<file path="src/rtl/ecc_sector_sequencer.sv">
// Byte sequencer for the ECC generator: walks SECTORS sectors of the page buffer,
// serialising each WORD_BYTES-wide word LSB-byte-first with a per-sector byte index.
module ecc_sector_sequencer #(
  parameter int unsigned  WORD_BYTES   = 4,
  parameter int unsigned  SECTOR_BYTES = 512,
  parameter int unsigned  SECTORS      = 4,
  localparam int unsigned CW           = $clog2(SECTOR_BYTES),
  localparam int unsigned WPS          = SECTOR_BYTES / WORD_BYTES,
  localparam int unsigned AW_RAW       = $clog2(SECTORS * WPS),
  localparam int unsigned AW           = (AW_RAW < 1) ? 1 : AW_RAW,
  localparam int unsigned SW           = (SECTORS < 2) ? 1 : $clog2(SECTORS)
) (
  input  logic                      clk,
  input  logic                      rst_n,
  input  logic                      start,
  input  logic                      abort,
  input  logic                      hold,
  output logic [AW-1:0]             rd_addr,
  input  logic [8*WORD_BYTES-1:0]   rd_data,
  output logic [7:0]                data8,
  output logic [CW-1:0]             count,
  output logic                      ecc_gen,
  output logic                      reset_gen,
  output logic                      ecc_load,
  output logic [SW-1:0]             sector_idx,
  output logic                      sector_done,
  output logic                      busy,
  output logic                      done
);

  localparam int unsigned   PW          = $clog2(WORD_BYTES);
  localparam logic [SW-1:0] LAST_SECTOR = SW'(SECTORS - 1);
  localparam logic [CW-1:0] LAST_BYTE   = CW'(SECTOR_BYTES - 1);
  localparam logic [PW-1:0] LAST_PTR    = PW'(WORD_BYTES - 1);

  typedef enum logic [2:0] {
    S_IDLE,
    S_RESET,
    S_FETCH,
    S_SHIFT,
    S_LOAD,
    S_DONE
  } state_e;

  state_e                  state_q, state_d;
  logic [AW-1:0]           rd_addr_q, rd_addr_d;
  logic [CW-1:0]           count_q, count_d;
  logic [SW-1:0]           sector_idx_q, sector_idx_d;
  logic [8*WORD_BYTES-1:0] word_q, word_d;
  logic [PW-1:0]           ptr;
  logic                    addr_more;

  function automatic logic [AW-1:0] sector_base(input logic [SW-1:0] idx);
    return AW'(32'(idx) * WPS);
  endfunction

  // Byte pointer is the low bits of the in-sector byte index.
  assign ptr = count_q[PW-1:0];

  // rd_addr stops on the sector's last word so no read goes past the page.
  assign addr_more = (32'(rd_addr_q) % WPS) != (WPS - 32'd1);

  assign rd_addr     = rd_addr_q;
  assign count       = count_q;
  assign sector_idx  = sector_idx_q;
  assign data8       = word_q[{ptr, 3'b000} +: 8];
  assign ecc_gen     = (state_q == S_SHIFT) && !hold;
  assign reset_gen   = (state_q == S_IDLE) || (state_q == S_RESET);
  assign ecc_load    = (state_q == S_LOAD);
  assign sector_done = (state_q == S_LOAD);
  assign busy        = (state_q != S_IDLE);
  assign done        = (state_q == S_DONE);

  always_comb begin
    state_d      = state_q;
    rd_addr_d    = rd_addr_q;
    count_d      = count_q;
    sector_idx_d = sector_idx_q;
    word_d       = word_q;
    unique case (state_q)
      S_IDLE: begin
        if (start) begin
          state_d      = S_RESET;
          sector_idx_d = '0;
          rd_addr_d    = '0;
        end
      end
      S_RESET: state_d = S_FETCH;
      S_FETCH: begin
        word_d  = rd_data;
        count_d = '0;
        if (addr_more) rd_addr_d = rd_addr_q + 1'b1;
        state_d = S_SHIFT;
      end
      S_SHIFT: begin
        if (!hold) begin
          if (count_q == LAST_BYTE) begin
            state_d = S_LOAD;
          end else begin
            count_d = count_q + 1'b1;
            // Next word was prefetched while this one was shifting out.
            if (ptr == LAST_PTR) begin
              word_d = rd_data;
              if (addr_more) rd_addr_d = rd_addr_q + 1'b1;
            end
          end
        end
      end
      S_LOAD: begin
        if (sector_idx_q == LAST_SECTOR) begin
          state_d = S_DONE;
        end else begin
          sector_idx_d = sector_idx_q + 1'b1;
          rd_addr_d    = sector_base(sector_idx_q + 1'b1);
          state_d      = S_RESET;
        end
      end
      S_DONE:  state_d = S_IDLE;
      default: state_d = S_IDLE;
    endcase
    if (abort) begin
      state_d      = S_IDLE;
      sector_idx_d = '0;
    end
  end

  always_ff @(posedge clk or negedge rst_n) begin
    if (!rst_n) begin
      state_q      <= S_IDLE;
      rd_addr_q    <= '0;
      count_q      <= '0;
      sector_idx_q <= '0;
      word_q       <= '0;
    end else begin
      state_q      <= state_d;
      rd_addr_q    <= rd_addr_d;
      count_q      <= count_d;
      sector_idx_q <= sector_idx_d;
      word_q       <= word_d;
    end
  end

endmodule

</file>
<file path="config.mk">
export PLATFORM = sky130hd
export DESIGN_NAME = ecc_sector_sequencer
export DESIGN_NICKNAME = d
export VERILOG_FILES = /design/src/rtl/ecc_sector_sequencer.sv
export SDC_FILE = /design/constraint.sdc
export NUM_CORES = 1
export LEC_CHECK = 0
export CAP_MARGIN = 25
export CORE_ASPECT_RATIO = 0.7
export CORE_MARGIN = 3
export CORE_UTILIZATION = 49
export DETAILED_ROUTE_END_ITERATION = 6
export PLACE_DENSITY = 0.77
export SYNTH_ARGS = -nofsm -noshare
export SYNTH_HDL_FRONTEND = slang
export SYNTH_SLANG_ARGS = --single-unit
export TNS_END_PERCENT = 5
</file>
<file path="constraint.sdc">
create_clock -name clk -period 3.2 [get_ports clk]
set_clock_uncertainty 0.2 [all_clocks]
set_input_delay 0.8 -clock clk [delete_from_list [all_inputs] [get_ports clk]]
set_output_delay 0.8 -clock clk [all_outputs]
set_load 0.01 [all_outputs]
</file>
==> impl_metrics.ini <==
[floorplan]
core_sq_mm = 0.005368
die_w_um = 96.01
pin_count = 71
die_h_um = 69.01
die_area_sq_mm = 0.006625
row_count = 22
start_util_pct = 51.77

[power]
swShare_pct = 26.71
power_frac_comb_pct = 32.4
power.density_mw_per_mm2 = 563.9
vdd_drop_max_mv = 0.2933
p_leak_nw = 1.523
p_int_mw = 1.506
seqPwrFrac_pct = 47.8
pwr-share-clk_pct = 19.8
total_power_mw = 2.055
p_sw_mw = 0.5490

[synth]
synth_enable_flop_cells = 0
yosysSeqAreaShare_pct = 49.53
syn_inst = 216
yosys_most_used_dff = dfrtp_1
ys_seq_elements = 55
synth_nets = 257
syn-cell-area_sq_mm = 0.002779
ys_types = 44
avgSynthCellArea_sq_um = 12.87
async_reset_ff_share_pct = 100.0
yosys_warnings = 0

[grt]
grt-ovfl-total = 0
antenna_found_initial = 0
grt_util_all_layers_pct = 18.88
grt_max_degree = 38
grt_pass1_vias = 1967
grt_pass1_wl_um = 9811

[timing]
slew_viol_final = 0
finalSetupViolCount = 0
worst_pin_slew_ps = 620.9
hold_slack_ps = 303.1
hold_viol = 0
rsz0062_at_grt = no
final.setup.tns_ps = 0
finalCritPeriodShare_pct = 93.22
relSlewSlack_pct = 58.61
period_needed_ps = 2983
fmax_mhz = 335.2

[clocking]
cts_tree = done
clk_pin_slew_ps = 90
htreeDepth = 2
cts.sink_count = 55
clk-insertion-delay-late_ps = 300
root_buffer = clkbuf_8
cts_buffer_depth = 2
numCtsBuffers = 5

[critical_path]
crit_fanout = 9
cp_cell_sequence = buf_4 -> mux4_2 -> clkdlybuf4s50_1
slowest_delay_ps = 540
worst_setup_path_start_kind = flip-flop
end_kind = output port
path_class = flip-flop to output port
worst_ep_arrival_time_ps = 1980
crit_slowest_cell = mux4_2
worst_ep_required_time_ps = 2200

[detailed_routing]
ant_nets = 0
wl_per_cell_um = 16.24
viasPerCell = 5.436
first_iter_violations = 89
vias = 1968
first_pass_iters = 4
drc_errors = 0
drt_wl_total_um = 5880

[place]
gp_congestion = 0.8214
dpl.hpwl_um = 4294
port_buffers = 70

[run_status]
run_status = complete, no violations

[flow_run]
cap_viol_max_count = 0

[min_path]
hold_class = input pin to asynchronous set/reset pin

[layout]
antenna_cells = 0
area_growth_pct = 31.16
nets = 330
drive_above_1_share_pct = 21.38
worst paths after layout:
path                                             start  depth (start not counted)                endpoint  slack [ps]
worst min-delay path                             rst_n                          1    count[1]$_DFFE_PN0P_         300
worst max register to register    count[1]$_DFFE_PN0P_                          8  word_q[19]$_DFFE_PN0P_         510
min in group clk                word_q[26]$_DFFE_PN0P_                          1  word_q[26]$_DFFE_PN0P_         310
worst min register to register  word_q[26]$_DFFE_PN0P_                          1  word_q[26]$_DFFE_PN0P_         310
max in group asynchronous                        rst_n                          2   word_q[4]$_DFFE_PN0P_        1780
worst max-delay path              count[0]$_DFFE_PN0P_                          3                data8[3]         220
layout by cell type, fill, tap and decap left out, types with 2 or more instances in the layout:
| master | netlist | routed |
|---|---|---|
| a2111oi_0 | 2 | 2 |
| a21oi_1 | 9 | 9 |
| a22o_1 | 2 | 2 |
| a31oi_1 | 2 | 2 |
| and3_1 | 2 | 2 |
| buf_4 | 2 | 6 |
| clkbuf_8 | 0 | 7 |
| clkdlybuf4s50_1 | 0 | 69 |
| dfrtp_1 | 55 | 55 |
| ha_1 | 4 | 4 |
| inv_1 | 3 | 3 |
| mux2_2 | 7 | 7 |
| mux2_4 | 25 | 25 |
| mux2i_1 | 2 | 2 |
| mux4_2 | 8 | 8 |
| nand2_1 | 15 | 15 |
| nand3_1 | 6 | 6 |
| nand4_1 | 5 | 5 |
| nor2_1 | 15 | 15 |
| nor2b_1 | 2 | 2 |
| nor3_1 | 5 | 4 |
| nor4b_1 | 2 | 2 |
| o21a_1 | 5 | 4 |
| o21ai_0 | 6 | 6 |
| o21ai_1 | 2 | 2 |
| xor2_1 | 4 | 4 |
routing by layer:
metal / share of wire, % / global-route usage, %
met5: 0 / 0
met4: 1.0 / 5.205
met3: 5.5 / 5.234
met2: 45 / 26.86
met1: 48 / 28.20
worst max-delay path: cells and delay by family (launching register included):
kind,cells,cell delay [ps]
DFF,1,400
muxes,1,540
buffers and inverters,2,740
layout make-up:
type | instances | area, sq um
clock buffer | 8 | 100.1
fill | 431 | 1723
inverter | 4 | 15.01
multi-input combinational | 146 | 1303
sequential | 55 | 1376
tap | 72 | 90.09
timing repair buffer | 77 | 760.7
sequential cells by signal (all words and copies together) (netlist names):
register	flops
word_q	32
count	9
rd_addr	9
state_q	3
sector_idx	2
synth_stat cells (all sizes together), types with 2 or more instances:
cell type | count | area (sq um)
o21a | 5 | 37.54
a2111oi | 2 | 17.52
o21ai | 9 | 48.80
and3 | 2 | 12.51
clkbuf | 2 | 10.01
inv | 4 | 15.01
xor2 | 4 | 35.03
nor4b | 2 | 17.52
buf | 9 | 81.32
nand4 | 5 | 31.28
mux2 | 32 | 454.2
nor3 | 5 | 25.02
a21oi | 9 | 45.04
nor2b | 3 | 26.27
ha | 4 | 50.05
mux4 | 8 | 180.2
mux2i | 2 | 20.02
nand2 | 15 | 56.30
nor3b | 2 | 20.02
dfrtp | 55 | 1376
a31oi | 2 | 12.51
nor2 | 15 | 56.30
nand3 | 6 | 30.03
a22o | 2 | 17.52
stage by stage:
stage | instances | instance area, sq um | worst slack, ps | util, %
after global placement | 354 | 3540 | 249.9 | 65.94
after global routing | 362 | 3645 | 108.5 | 67.90
after CTS | 362 | 3640 | 69.01 | 67.81
after floorplan | 216 | 2779 | 840.6 | -
after detailed placement | 354 | 3540 | 230.2 | 65.94
final | 362 | 3645 | 217.1 | 67.90
cells by family after synthesis:
family                     share of synthesized area, %
buffers and inverters                             3.827
AOI/OAI and AO/OA                                 8.826
and+or+nand+nor                                   11.21
adders and majority gates                         1.801
xor gates and xnor gates                          1.261
DFF                                               49.53
muxes                                             23.55
timing repair:
action                                  in CTS  in global routing
endpoints found under the setup margin       0                  2
setup buffers                                0                  0
resized for setup                            0                  1
endpoints found under the hold margin        0                  0
hold buffers                                 0                  0
power by group through the flow:
stage	Sequential [mW]	Clock [mW]	Combinational [mW]
after floorplan	0.962	0	0.418
after global placement	0.988	0	0.655
after detailed placement	0.995	0	0.671
after CTS	0.982	0.424	0.675
after global routing	1.01	0.453	0.716
final	0.982	0.408	0.665
Power figures use the tool's default switching activity.
